--- config.mk ---
export PLATFORM = sky130hd
export DESIGN_NAME = fpa_controller
export DESIGN_NICKNAME = d
export VERILOG_FILES = /design/src/rtl/fpa_controller.sv
export SDC_FILE = /design/constraint.sdc
export NUM_CORES = 1
export LEC_CHECK = 0
export ABC_AREA = 1
export CAP_MARGIN = 20
export CORE_AREA = 2 2 47 49
export DETAILED_ROUTE_END_ITERATION = 6
export DIE_AREA = 0 0 49 51
export GPL_ROUTABILITY_DRIVEN = 0
export PLACE_DENSITY = 0.73
export RECOVER_POWER = 100
export SLEW_MARGIN = 20
export SYNTH_ARGS = -nofsm -noshare
export SYNTH_HDL_FRONTEND = slang
export SYNTH_SLANG_ARGS = --single-unit
--- constraint.sdc ---
create_clock -name clk -period 1.5 [get_ports clk]
set_clock_uncertainty 0.05 [all_clocks]
set_input_delay 0.3 -clock clk [delete_from_list [all_inputs] [get_ports clk]]
set_output_delay 0.3 -clock clk [all_outputs]
set_load 0.01 [all_outputs]
--- src/rtl/fpa_controller.sv ---
// Control FSM for the 8-bit minifloat adder datapath: sequences load, add,
// normalize and result-capture stages and reports done/exception to the requester.
`timescale 1ns/1ps
module fpa_controller #(
   parameter int unsigned MAX_NORM_STEPS = 4,
   parameter int unsigned STEP_W         = 3
) (
   input  logic       clk,
   input  logic       clr,
   input  logic       start,
   input  logic [4:0] mant,
   input  logic       add_except,
   input  logic       norm_except,
   output logic       load_en,
   output logic       add_en,
   output logic       norm_en,
   output logic       norm_load,
   output logic       shift_right,
   output logic       done_en,
   output logic       busy,
   output logic       done,
   output logic       result_zero,
   output logic       except,
   output logic [1:0] exc_code
);

   typedef enum logic [3:0] {
      StIdle,
      StLoad,
      StAdd,
      StCheckAdd,
      StNormLoad,
      StNormCheck,
      StNormShift,
      StDoneLoad,
      StDone,
      StExcept
   } state_e;

   localparam logic [STEP_W-1:0] StepMax = STEP_W'(MAX_NORM_STEPS);
   localparam logic [STEP_W-1:0] StepSat = {STEP_W{1'b1}};

   state_e            state_q, state_d;
   logic [STEP_W-1:0] step_q, step_d;
   logic              dir_q, dir_d;
   logic              rz_q, rz_d;
   logic [1:0]        code_q, code_d;

   always_ff @(posedge clk or negedge clr) begin
      if (!clr) begin
         state_q <= StIdle;
         step_q  <= '0;
         dir_q   <= 1'b0;
         rz_q    <= 1'b0;
         code_q  <= 2'b00;
      end else begin
         state_q <= state_d;
         step_q  <= step_d;
         dir_q   <= dir_d;
         rz_q    <= rz_d;
         code_q  <= code_d;
      end
   end

   always_comb begin
      state_d     = state_q;
      step_d      = step_q;
      dir_d       = dir_q;
      rz_d        = rz_q;
      code_d      = code_q;
      load_en     = 1'b0;
      add_en      = 1'b0;
      norm_en     = 1'b0;
      norm_load   = 1'b0;
      shift_right = 1'b0;
      done_en     = 1'b0;
      done        = 1'b0;
      except      = 1'b0;

      unique case (state_q)
         StIdle: begin
            if (start) begin
               state_d = StLoad;
               step_d  = '0;
               rz_d    = 1'b0;
               code_d  = 2'b00;
            end
         end
         StLoad: begin
            load_en = 1'b1;
            state_d = StAdd;
         end
         StAdd: begin
            add_en  = 1'b1;
            state_d = StCheckAdd;
         end
         StCheckAdd: begin
            if (add_except) begin
               code_d  = 2'b01;
               state_d = StExcept;
            end else begin
               state_d = StNormLoad;
            end
         end
         StNormLoad: begin
            norm_en   = 1'b1;
            norm_load = 1'b1;
            state_d   = StNormCheck;
         end
         // Checks are priority-ordered: inf/NaN, zero, normalized, step budget, direction.
         StNormCheck: begin
            if (norm_except) begin
               code_d  = 2'b10;
               state_d = StExcept;
            end else if (mant == 5'b00000) begin
               rz_d    = 1'b1;
               state_d = StDoneLoad;
            end else if (mant[4:3] == 2'b01) begin
               state_d = StDoneLoad;
            end else if (step_q == StepMax) begin
               code_d  = 2'b11;
               state_d = StExcept;
            end else begin
               dir_d   = mant[4];
               state_d = StNormShift;
            end
         end
         StNormShift: begin
            norm_en     = 1'b1;
            shift_right = dir_q;
            if (step_q != StepSat) begin
               step_d = step_q + STEP_W'(1);
            end
            state_d = StNormCheck;
         end
         StDoneLoad: begin
            done_en = 1'b1;
            state_d = StDone;
         end
         StDone: begin
            done    = 1'b1;
            state_d = StIdle;
         end
         StExcept: begin
            except  = 1'b1;
            state_d = StIdle;
         end
         default: begin
            state_d = StIdle;
         end
      endcase
   end

   assign busy        = (state_q != StIdle);
   assign result_zero = rz_q;
   assign exc_code    = code_q;

endmodule

==> results of run 1 <==
## how the worst max path moves through the flow
stage / end / slack [ns]
finish: done / -0.15
global route: exc_code[1]$_DFFE_PN0P_ / -0.18
CTS: done / -0.1
detailed placement: shift_right / -0.26
global placement: add_en / -0.20
floorplan: shift_right / 0.16
## tightest hold or removal path, cell delays in order, from the launching register on
cell and delay, ns:
dfrtp_1 0.35, nand2_1 0.05, nand2_1 0.05
## cell usage in the layout, fill, tap and decap left out
master / count
nor2_1: 6
nor2_4: 7
dfrtp_2: 1
nor3_2: 1
inv_4: 1
nand2_2: 2
inv_2: 4
dlygate4sd3_1: 1
dfrtp_1: 10
nand3_1: 5
buf_12: 1
o21ai_2: 1
clkbuf_4: 4
clkdlybuf4s50_1: 8
a21oi_1: 2
inv_1: 12
nor3_4: 1
nand2_4: 4
clkbuf_1: 2
nor3_1: 1
nand2_1: 31
dlygate4sd2_1: 3
o21ai_1: 2
nand3b_1: 2
clkinv_1: 1
nor4_4: 2
nand3_2: 4
buf_4: 19
buf_6: 7
buf_2: 6
nor2_2: 2
ha_1: 3
nand4_1: 2
## layout make-up
type | count | share of cell area (%)
inverters | 18 | 5.28
repair buffers | 47 | 30.1
clock buffers | 4 | 1.98
multi-input cells | 78 | 39.2
well taps | 28 | 2.64
flip-flops and latches | 11 | 20.8
## what timing repair did
| action | in CTS | in global routing |
|---|---|---|
| endpoints found under the setup margin | 12 | 16 |
| gates cloned | 0 | 0 |
| pin swaps | 7 | 2 |
| buffers inserted | 8 | 5 |
| resized for setup | 62 | 17 |
## registers in the layout (all words and copies together) (netlist names)
register and count:
dir_q 1, exc_code 2, result_zero 1, state_q 4, step_q 3
## cells by family after synthesis
family                     after synthesis  share of synthesized area, %
adders and majority gates                3                          4.98
DFF                                     11                          36.5
buffers and inverters                   19                          9.97
and+or+nand+nor                         70                          45.2
AOI/OAI and AO/OA                        5                          3.32
## routing by layer
layer	wire length (µm)	part of all wire, %	global-route usage [%]	up-vias
met3	56	2.4	1.75	5
met4	44	1.9	8.57	0
met2	1310	56	36.1	16
met1	910	39	21.3	402
met5	0	0	0	-
li1	-	-	-	438
## power groups by stage
stage | clock network [µW] | registers (µW) | logic (µW)
final | 217 | 483 | 1950
after global placement | 0 | 510 | 1210
after global routing | 237 | 497 | 2090
after detailed placement | 0 | 514 | 1240
after CTS | 220 | 478 | 1560
after floorplan | 0 | 505 | 675
## through the flow
stage	total power, µW	area (µm²)	setup slack, ns
after global placement	1720	1090	-0.205
after floorplan	1180	753	0.160
after CTS	2260	1220	-0.0958
final	2650	1330	-0.154
after global routing	2830	1330	-0.182
after detailed placement	1760	1090	-0.264
==> results.tsv, run 1 <==
stage	metric	value	unit
critical_path	critical path class	reg -> out	
power_and_ir_drop	Pwr Density	2000	mW/mm²
sta	RSZ-0062 raised after global routing	yes	
cts	clock root cell	clkbuf_4	
synth	Syn Area/Cell	6.97	µm²
sta	Tmin final	1.65	ns
layout	antenna cell count	0	
hold_path	hold path cells	2	
place	Buffers on Ports	21	
synth	Post-synth EDFFs	0	
detailed_routing	Antenna Nets Post-Route	0	
synth	Seq/Total Area, Yosys	36.5	%
critical_path	WP depth	3	
power_and_ir_drop	switching power	1210	µW
cts	Worst-Skew Late Latency	0.28	ns
critical_path	Critical path origin	state_q[0]$_DFFE_PN0N_	
detailed_routing	Routed WL	2.32	mm
sta	setup ws final	-0.154	ns
synth	syn_nets	121	
die	Initial Utilization	36.5	%
die	IO Pins	22	
critical_path	Worst setup EP type	output port	
place	dpl cells	169	
cts	H-tree levels	1	
cts	clock slew seen by the registers of the worst setup and hold paths	0.08	ns
power_and_ir_drop	combinational share of power	73.6	%
global_route	initial antenna violation count	0	
die	Die Ht	51	µm
critical_path	CP bufs+invs	2	
sta	Setup-failing EPs final	11	
layout	FF/Latch Area	277	µm²
synth	synthesized area	753	µm²
die	Die Area	0.00250	mm²
synth	ys flop type	dfrtp_1	
synth	library cells used by synthesis	19	
sta	fin crit share	110	%
layout	Nets	172	
critical_path	Worst setup SP type	flop	
global_route	first-pass GRT wire length	3.53	mm
critical_path	r2r startpoint	state_q[0]$_DFFE_PN0N_	
critical_path	cells on worst reg2reg path	10	
synth	most frequent cells after synthesis	nand2_1, inv_1, dfrtp_1	
power_and_ir_drop	Leak	0.000713	µW
layout	synth-to-layout area growth	76.2	%
synth	post-synth top area cell	dfrtp_1	
synth	share of the synthesized area in the top cell type	36.5	%
critical_path	r2r endpoint	exc_code[1]$_DFFE_PN0P_	
cts	CTS tree	done	
power_and_ir_drop	clock share of power	8.2	%
layout	area of the multi-input gates	520	µm²
global_route	total grt overflow	0	
detailed_routing	Vias	861	
detailed_routing	Initial DRC Count	13	
hold_path	Hold Crit Start	result_zero$_DFFE_PN0P_	
power_and_ir_drop	Internal	1440	µW
sta	setup TNS	-0.856	ns
critical_path	CP peak stage delay	0.43	ns
critical_path	R2R Setup Slk	-0.05	ns
die	Rows	17	
detailed_routing	Vias/cell	4.63	
critical_path	crit-path leading delay family	flip-flops	
sta	f_max	605	MHz
layout	layout cells sized above 1	42.4	%
cts	Clock Sinks	11	
layout	fillers	168	
critical_path	crit-path max FO	4	
hold_path	Hold EP	result_zero$_DFFE_PN0P_	
run	maxcap violations	0	
sta	minimum hold slack	0.426	ns
die	Core ar.	0.00206	mm²
power_and_ir_drop	Worst VDD drop	1.17	mV
sta	Worst Tran Pin Value	0.622	ns
run_status	failing checks	negative setup slack	
cts	CTS Buffer Depth	2	
critical_path	crit path cell chain	buf_6 > nor4_4 > buf_2	
cts	TritonCTS Buffers	3	
sta	Slew Limit Fails	0	
run_status	outcome	finished, violations left	
sta	Slew headroom	58.5	%
power_and_ir_drop	Seq pwr share	18.2	%
detailed_routing	DRC violations left	0	
layout	final instance count without filler cells	186	
layout	final core utilization	64.3	%
detailed_routing	wire length per cell	12.5	µm
global_route	largest net degree at the start of global routing	12	
global_route	GRT Resource Usage Total	18.9	%
critical_path	Slowest-stage cell, CP	dfrtp_2	
power_and_ir_drop	Net Sw Frac	45.8	%
place	DP Wirelength	1.41	mm
critical_path	CP arrival	1.30	ns
synth	Synth async-reset ratio	100	%
synth	register bit total from synthesis	11	
synth	Yosys warnings	0	
detailed_routing	TritonRoute pass-1 iters	4	
die	Chip Width	49	µm
cts	Post-CTS Hold Buffers	0	
global_route	vias in the first global route	831	
sta	final hold vios	0	
synth	most numerous cell in the Yosys netlist	nand2_1	
critical_path	Worst Path Required	1.15	ns
synth	synth top area cells	dfrtp_1, nand2_1, inv_1	
synth	Syn Inst Count	108	
hold_path	worst min path class	reg -> reg	
No activity file was read; power rests on OpenSTA's default activity.
==> inputs of run 2 (changes only) <==
--- a/config.mk
+++ b/config.mk
@@ -7,11 +7,12 @@
 export LEC_CHECK = 0
 export ABC_AREA = 1
 export CAP_MARGIN = 20
-export CORE_AREA = 2 2 47 49
+export CORE_AREA = 2 2 44 46
 export DETAILED_ROUTE_END_ITERATION = 6
-export DIE_AREA = 0 0 49 51
+export DIE_AREA = 0 0 46 48
 export GPL_ROUTABILITY_DRIVEN = 0
-export PLACE_DENSITY = 0.73
+export MAX_ROUTING_LAYER = met4
+export PLACE_DENSITY = 0.82
 export RECOVER_POWER = 100
 export SLEW_MARGIN = 20
 export SYNTH_ARGS = -nofsm -noshare
==> constraint.sdc (replaced) <==
create_clock -name clk -period 1.9 [get_ports clk]
set_clock_uncertainty 0.05 [all_clocks]
set_input_delay 0.38 -clock clk [delete_from_list [all_inputs] [get_ports clk]]
set_output_delay 0.38 -clock clk [all_outputs]
set_load 0.01 [all_outputs]
==> results.tsv, run 2 (synthesis gave the netlist of run 1 again) <==
stage	metric	value	unit	change
run_status	outcome	finished clean		
layout	area of the multi-input gates	395	µm²	-24%
critical_path	crit-path leading delay family	flip-flops		
sta	RSZ-0062 raised after global routing	yes		
sta	Worst Tran Pin Value	0.537	ns	-0.0850 ns
cts	CTS tree	done		
layout	Top reg by flops	state_q		
global_route	vias in the first global route	728		-12%
die	Die Ht	48	µm	-5.9%
layout	leading cell types in the layout, fill and taps excluded	nand2_1, inv_1, nor2_1		
layout	synth-to-layout area growth	34.1	%	
global_route	GRT Resource Usage Total	19.2	%	+0.27 points
detailed_routing	DRC violations left	0		unchanged
cts	TritonCTS Buffers	3		unchanged
sta	Slew Limit Fails	0		unchanged
detailed_routing	TritonRoute pass-1 iters	4		unchanged
place	DP Wirelength	1.42	mm	+0.52%
layout	fillers	164		-2.4%
critical_path	Slowest-stage cell, CP	dfrtp_1		
sta	fin crit share	95.6	%	
global_route	initial antenna violation count	0		unchanged
sta	final hold vios	0		unchanged
cts	Clock Sinks	11		unchanged
critical_path	critical path class	reg -> out		
power_and_ir_drop	Worst VDD drop	0.604	mV	-48%
cts	Worst-Skew Late Latency	0.27	ns	about the same
sta	f_max	551	MHz	
die	Core ar.	0.00169	mm²	-18%
power_and_ir_drop	Leak	0.000571	µW	-20%
layout	max reg flops	4		unchanged
detailed_routing	Vias	779		-9.5%
cts	CTS Buffer Depth	2		unchanged
critical_path	crit-path max FO	5		+1
layout	layout cells sized above 1	14.8	%	-28 points
power_and_ir_drop	Net Sw Frac	46.4	%	+0.63 points
cts	clock root cell	clkbuf_4		
die	IO Pins	22		unchanged
power_and_ir_drop	combinational share of power	57.6	%	-16 points
sta	Slew headroom	64.1	%	+5.5 points
cts	Post-CTS Hold Buffers	0		unchanged
critical_path	crit path cell chain	inv_2 > nand2_2 > nor4_1 > dlygate4sd2_1		
critical_path	CP arrival	1.39	ns	+0.09 ns
power_and_ir_drop	Seq pwr share	30.3	%	+12 points
sta	Tmin final	1.82	ns	
cts	H-tree levels	1		unchanged
hold_path	worst min path class	reg -> reg		
critical_path	Worst setup SP type	flop		
cts	clock slew seen by the registers of the worst setup and hold paths	0.08	ns	about the same
detailed_routing	Initial DRC Count	17		+4
layout	antenna cell count	0		unchanged
layout	leading cell type in the layout, fill and taps excluded	nand2_1		
detailed_routing	wire length per cell	11.2	µm	-10%
critical_path	Worst setup EP type	output port		
detailed_routing	Routed WL	1.71	mm	-26%
sta	setup ws final	0.0835	ns	+0.238 ns
die	Initial Utilization	44.6	%	+8.1 points
die	Rows	15		-2
global_route	largest net degree at the start of global routing	12		unchanged
place	Buffers on Ports	21		unchanged
power_and_ir_drop	Pwr Density	1360	mW/mm²	-32%
detailed_routing	Vias/cell	5.13		+11%
detailed_routing	Antenna Nets Post-Route	0		unchanged
critical_path	CP peak stage delay	0.43	ns	about the same
power_and_ir_drop	Internal	734	µW	-49%
global_route	total grt overflow	0		unchanged
place	Worst Setup Slack post-DPL	0.0420	ns	+0.306 ns
power_and_ir_drop	clock share of power	12.1	%	+3.9 points
critical_path	CP bufs+invs	2		unchanged
global_route	first-pass GRT wire length	2.87	mm	-19%
layout	final instance count without filler cells	152		-18%
sta	Setup-failing EPs final	0		-11
power_and_ir_drop	switching power	636	µW	-48%
die	Chip Width	46	µm	-6.1%
critical_path	Worst Path Required	1.47	ns	+0.32 ns
layout	Nets	149		-13%
run	maxcap violations	0		unchanged
die	Die Area	0.00221	mm²	-12%
layout	FF/Latch Area	278	µm²	+0.45%
place	dpl cells	147		-13%
run 2: changes by cell type in the layout (fill, tap and decap cells not counted), moves of 4 or more:
cell           delta
buf_4            -16
buf_6             -7
buf_2             -6
dlygate4sd2_1     +5
dlygate4sd3_1     +4
nand2_1           +4
nand2_4           -4
nor2_1            +4
nor2_4            -4
run 2: timing repair:
action / in CTS / in global routing
endpoints found under the setup margin: 9 / 5
hold endpoints to repair: 0 / 0
pin swaps: 0 / 0
gates resized for setup: 11 / 3
setup buffers: 1 / 0
run 2: metal layers:
metal / GRT usage (%) / part of all wire [%] / vias up
met5: - / 0 / -
met4: 9.71 / 2.3 / 0
met3: 2.26 / 4.9 / 7
met2: 34.4 / 50 / 27
met1: 20.6 / 43 / 352
li1: - / - / 393
run 2: area by class of cell:
cell class	count	area share, %
tap	17	2.11
inverter	18	6.69
sequential	11	27.5
multi-input combinational	78	39.2
clock buffer	4	2.60
timing repair buffer	24	21.9
run 2: path summary, 6_finish.rpt:
kind,cells after the start,slack [ns],endpoint,startpoint
worst max register to register,8,0.40,step_q[0]$_DFFE_PN0P_,step_q[0]$_DFFE_PN0P_
worst min-delay path,2,0.42,result_zero$_DFFE_PN0P_,result_zero$_DFFE_PN0P_
max in group asynchronous,1,0.94,state_q[0]$_DFFE_PN0N_,clr
min in group asynchronous,1,0.47,state_q[3]$_DFFE_PN0N_,clr
worst max-delay path,4,0.08,shift_right,state_q[3]$_DFFE_PN0N_
worst min register to register,2,0.42,result_zero$_DFFE_PN0P_,result_zero$_DFFE_PN0P_
run 2: worst reg2reg max path, delay by kind of cell, from the launching register on:
family                   cells  cell delay (ns)
flip-flops                   1             0.41
buffers and inverters        1             0.05
AO/OA/AOI/OAI                1             0.08
adder cells (fa/ha/maj)      2             0.38
AND/OR/NAND/NOR              4             0.42
run 2: per-stage QoR:
stage | util [%] | setup TNS (ns) | total power, µW | hold WS, ns | instance area [µm²]
floorplan | - | 0 | 931 | 0.0344 | 753
global placement | 58.7 | 0 | 1240 | 0.407 | 992
detailed placement | 58.7 | 0 | 1260 | 0.418 | 992
CTS | 60.2 | 0 | 1400 | 0.427 | 1020
global route | 59.8 | -0.0130 | 1500 | 0.447 | 1010
finish | 59.8 | 0 | 1370 | 0.424 | 1010
run 2: power by group through the flow:
stage / sequential, µW / combinational, µW / clock, µW
global route: 430 / 886 / 182
floorplan: 399 / 533 / 0
CTS: 416 / 818 / 170
global placement: 420 / 815 / 0
detailed placement: 423 / 835 / 0
finish: 415 / 788 / 166
==> inputs of run 3 (changes only) <==
--- a/config.mk
+++ b/config.mk
@@ -14,6 +14,7 @@
 export MAX_ROUTING_LAYER = met4
 export PLACE_DENSITY = 0.82
 export RECOVER_POWER = 100
+export SKIP_LAST_GASP = 1
 export SLEW_MARGIN = 20
 export SYNTH_ARGS = -nofsm -noshare
 export SYNTH_HDL_FRONTEND = slang
==> results of run 3 <==
Final layout, timing and power as in run 2 (identical DEF).
==> RTL edit 1, RTL diff (flow settings as in run 3) <==
The parameter `STEP_W` goes from 3 to 2.
--- a/src/rtl/fpa_controller.sv
+++ b/src/rtl/fpa_controller.sv
@@ -3,7 +3,7 @@
 `timescale 1ns/1ps
 module fpa_controller #(
    parameter int unsigned MAX_NORM_STEPS = 4,
-   parameter int unsigned STEP_W         = 3
+   parameter int unsigned STEP_W         = 2
 ) (
    input  logic       clk,
    input  logic       clr,
Formal check against the unedited RTL: not equivalent (Yosys sat finds a counterexample within 10 cycles, from zero or initial values).
==> RTL edit 1 against run 3 <==
- power rose by 0.50%
- design area decreased by 0.50%
- synthesized cell count decreased by 9.3%
- wire length decreased by 3.2%
- count of clock-buffer cells in the layout is 1 lower
- sequential cell count decreased by 1
- die area unchanged
- worst setup slack better by 0.018 ns
- synthesized area fell by 4.2%
- clock power shrank 16%
==> RTL edit 1: results <==
pwr:
  leakage_nw: 0.555
  pwr-share-clk: 0.101
  p_sw_frac: 0.467
  vdd_drop_max_mv: 0.571
  power_switching_mw: 0.643
  power_frac_seq: 0.288
critical_path:
  rr_endpoint: "exc_code[1]$_DFFE_PN0P_"
  rrSetupSlack_ns: 0.47
  timing.critical_path.to: "busy"
  crit_arrival_ns: 1.37
  slowest_stage: "dfrtp_2"
  cpPeakStageDelay_ns: 0.46
synth:
  synth_nets: 110
  ys_types: 27
  synthTopCellsByCount: "nand2_1, inv_1, nor2_1"
  netlist_instances: 98
  synthTopCellsByArea: "dfrtp_1, nand2_1, inv_1, nor2_1, nand3_1"
  synth_ff_type: "dfrtp_1"
  ys_seq_area_frac: 0.347
layout:
  final_cells: 144
  drive_above_1_share: 0.205
  largest_reg_flops: 4
placement:
  dp_cells: 139
  placed_area_um2: 976
  dp_hpwl_um: 1330
global_route:
  grt_pass1_vias: 679
  grt_max_degree: 11
  grt_util_all_layers: 0.195
clocking:
  clkSlewWorstSetupHoldPaths_ns: 0.06
run_status:
  outcome: "complete, no violations"
detailed_routing:
  viasPerCell: 5.08
  wl_met2_um: 841
  wl_met1_um: 708
sta:
  layout_worst_path_cycle_share: 0.946
  tightest_slew_ns: 0.477
  holdWs_ns: 0.422
hold_path:
  hold_end: "exc_code[0]$_DFFE_PN0P_"
[RTL edit 1: cell families (layout without fill, tap and decap cells)]
kind of cell / after synthesis / count (layout) / synth area share
AOI/OAI and AO/OA: 9 / 9 / 0.0728
adders and majority gates: 2 / 2 / 0.0347
buffers and inverters: 19 / 48 / 0.104
DFF: 10 / 10 / 0.347
and+or+nand+nor: 58 / 58 / 0.442
[RTL edit 1: what timing repair did]
action | CTS | global route
pin swaps | 0 | 0
gates resized for setup | 13 | 1
gates cloned | 0 | 0
hold buffers | 0 | 0
setup buffers | 2 | 0
setup endpoints to repair | 9 | 1
hold endpoints to repair | 0 | 0
[RTL edit 1: routing by layer]
metal / vias up / GRT usage
met4: 0 / 0.103
li1: 371 / -
met5: - / -
met1: 336 / 0.218
met2: 20 / 0.339
met3: 4 / 0.0226
[RTL edit 1: cell type report]
class,count,area (um2)
tap,17,21.3
multi-input combinational,69,394
timing repair buffer,27,244
clock buffer,3,22.5
sequential,10,255
inverter,18,67.6
fill,164,684
==> RTL edit 2, RTL diff (settings of run 3) <==
Made on the original files. Register the inputs `start`, `mant`, `add_except` and `norm_except` before use, cleared by the reset. The logic sees them one clock later.
--- a/src/rtl/fpa_controller.sv
+++ b/src/rtl/fpa_controller.sv
@@ -40,6 +40,25 @@
    localparam logic [STEP_W-1:0] StepMax = STEP_W'(MAX_NORM_STEPS);
    localparam logic [STEP_W-1:0] StepSat = {STEP_W{1'b1}};
 
+   logic start_q;
+   logic [4:0] mant_q;
+   logic add_except_q;
+   logic norm_except_q;
+
+   always_ff @(posedge clk or negedge clr) begin
+      if (!clr) begin
+         start_q       <= '0;
+         mant_q        <= '0;
+         add_except_q  <= '0;
+         norm_except_q <= '0;
+      end else begin
+         start_q       <= start;
+         mant_q        <= mant;
+         add_except_q  <= add_except;
+         norm_except_q <= norm_except;
+      end
+   end
+
    state_e            state_q, state_d;
    logic [STEP_W-1:0] step_q, step_d;
    logic              dir_q, dir_d;
@@ -79,7 +98,7 @@
 
       unique case (state_q)
          StIdle: begin
-            if (start) begin
+            if (start_q) begin
                state_d = StLoad;
                step_d  = '0;
                rz_d    = 1'b0;
@@ -95,7 +114,7 @@
             state_d = StCheckAdd;
          end
          StCheckAdd: begin
-            if (add_except) begin
+            if (add_except_q) begin
                code_d  = 2'b01;
                state_d = StExcept;
             end else begin
@@ -109,19 +128,19 @@
          end
          // Checks are priority-ordered: inf/NaN, zero, normalized, step budget, direction.
          StNormCheck: begin
-            if (norm_except) begin
+            if (norm_except_q) begin
                code_d  = 2'b10;
                state_d = StExcept;
-            end else if (mant == 5'b00000) begin
+            end else if (mant_q == 5'b00000) begin
                rz_d    = 1'b1;
                state_d = StDoneLoad;
-            end else if (mant[4:3] == 2'b01) begin
+            end else if (mant_q[4:3] == 2'b01) begin
                state_d = StDoneLoad;
             end else if (step_q == StepMax) begin
                code_d  = 2'b11;
                state_d = StExcept;
             end else begin
-               dir_d   = mant[4];
+               dir_d   = mant_q[4];
                state_d = StNormShift;
             end
          end
Formal check against the unedited RTL: not equivalent (a bounded check fails within 4 cycles, from zero or initial values).
==> RTL edit 2 against run 3 <==
- design area up 22%
- sequential cell count up 8
- wire length rose by 20%
- register-to-register slack worse by 0.25 ns
- worst setup slack worse by 0.072 ns
- hold slack better by 0.0012 ns
- synthesized cell count up 5.6%
- synthesized area increased by 28%
- global-route usage up 4.0 points
- power is 18% higher
- largest power group unchanged
==> RTL edit 2: results <==
detailed_routing:
  wl_met3_um: 88
  via_count: 856
  wl_met1_um: 815
  post_drt_wl_per_cell_um: 12.4
  wl_met2_um: 1120
layout:
  num-fill-cells: 145
  area_share_nonclk_buffers: 0.203
  sh_seq_area: 0.387
  drive_above_1_share: 0.174
  seq_cells: 19
  n_all_inverters: 22
  num-nonclk-buffers: 32
run_status:
  outcome: "complete, no violations"
hold_path:
  hold_end: "exc_code[0]$_DFFE_PN0P_"
  hp-start: "exc_code[0]$_DFFE_PN0P_"
synth:
  synthTopCellsByCount: "nand2_1, dfrtp_1, inv_1"
  synthTopCellsByArea: "dfrtp_1, nand2_1, inv_1, ha_1, nor2_1"
  synth-compound-area-share: 0.0377
global_route:
  grtUsageMet2: 0.406
  grt_util_all_layers: 0.232
  grt_pass1_vias: 801
  use_met3: 0.0453
placement:
  place_ws_ns: 0.0325
  dp_hpwl_um: 1540
critical_path:
  crit_fanout: 3
  r2r_start: "state_q[1]$_DFFE_PN0N_"
  crit_arrival_ns: 1.46
sta:
  setup_ws_ns: 0.0111
clocking:
  clock_latency_ns: 0.29
  clkSlewWorstSetupHoldPaths_ns: 0.10
## RTL edit 2: changes by cell type in the layout (fill, tap and decap cells not counted), sizes merged, moves of 7 or more
cell / run 3 / this run
clkdlybuf4s50: 7 / 0
dlygate4sd3: 5 / 12
clkbuf: 4 / 12
nand2: 37 / 29
dfrtp: 11 / 19
## RTL edit 2: timing repair
action,4_1_cts,5_1_grt
setup endpoints to repair,9,6
setup buffers,6,0
resized for setup,10,12
## RTL edit 2: stage by stage
step,hold WS (ns),utilization,instances
after CTS,0.371,0.760,166
after floorplan,0.0344,-,114
after global placement,0.405,0.722,156
after detailed placement,0.412,0.722,156
after global routing,0.464,0.731,166
final,0.425,0.731,166
## RTL edit 2: power by group
group          switching [mW]  internal, mW
logic                   0.473         0.362
clock network           0.116        0.0817
registers              0.0902         0.499
total                   0.678         0.943
## RTL edit 2: worst max-delay path: stages, from the launching register on
cell	delay [ns]
dfrtp_1	0.44
nor2_2	0.14
inv_1	0.08
nor3_1	0.21
dlygate4sd2_1	0.30
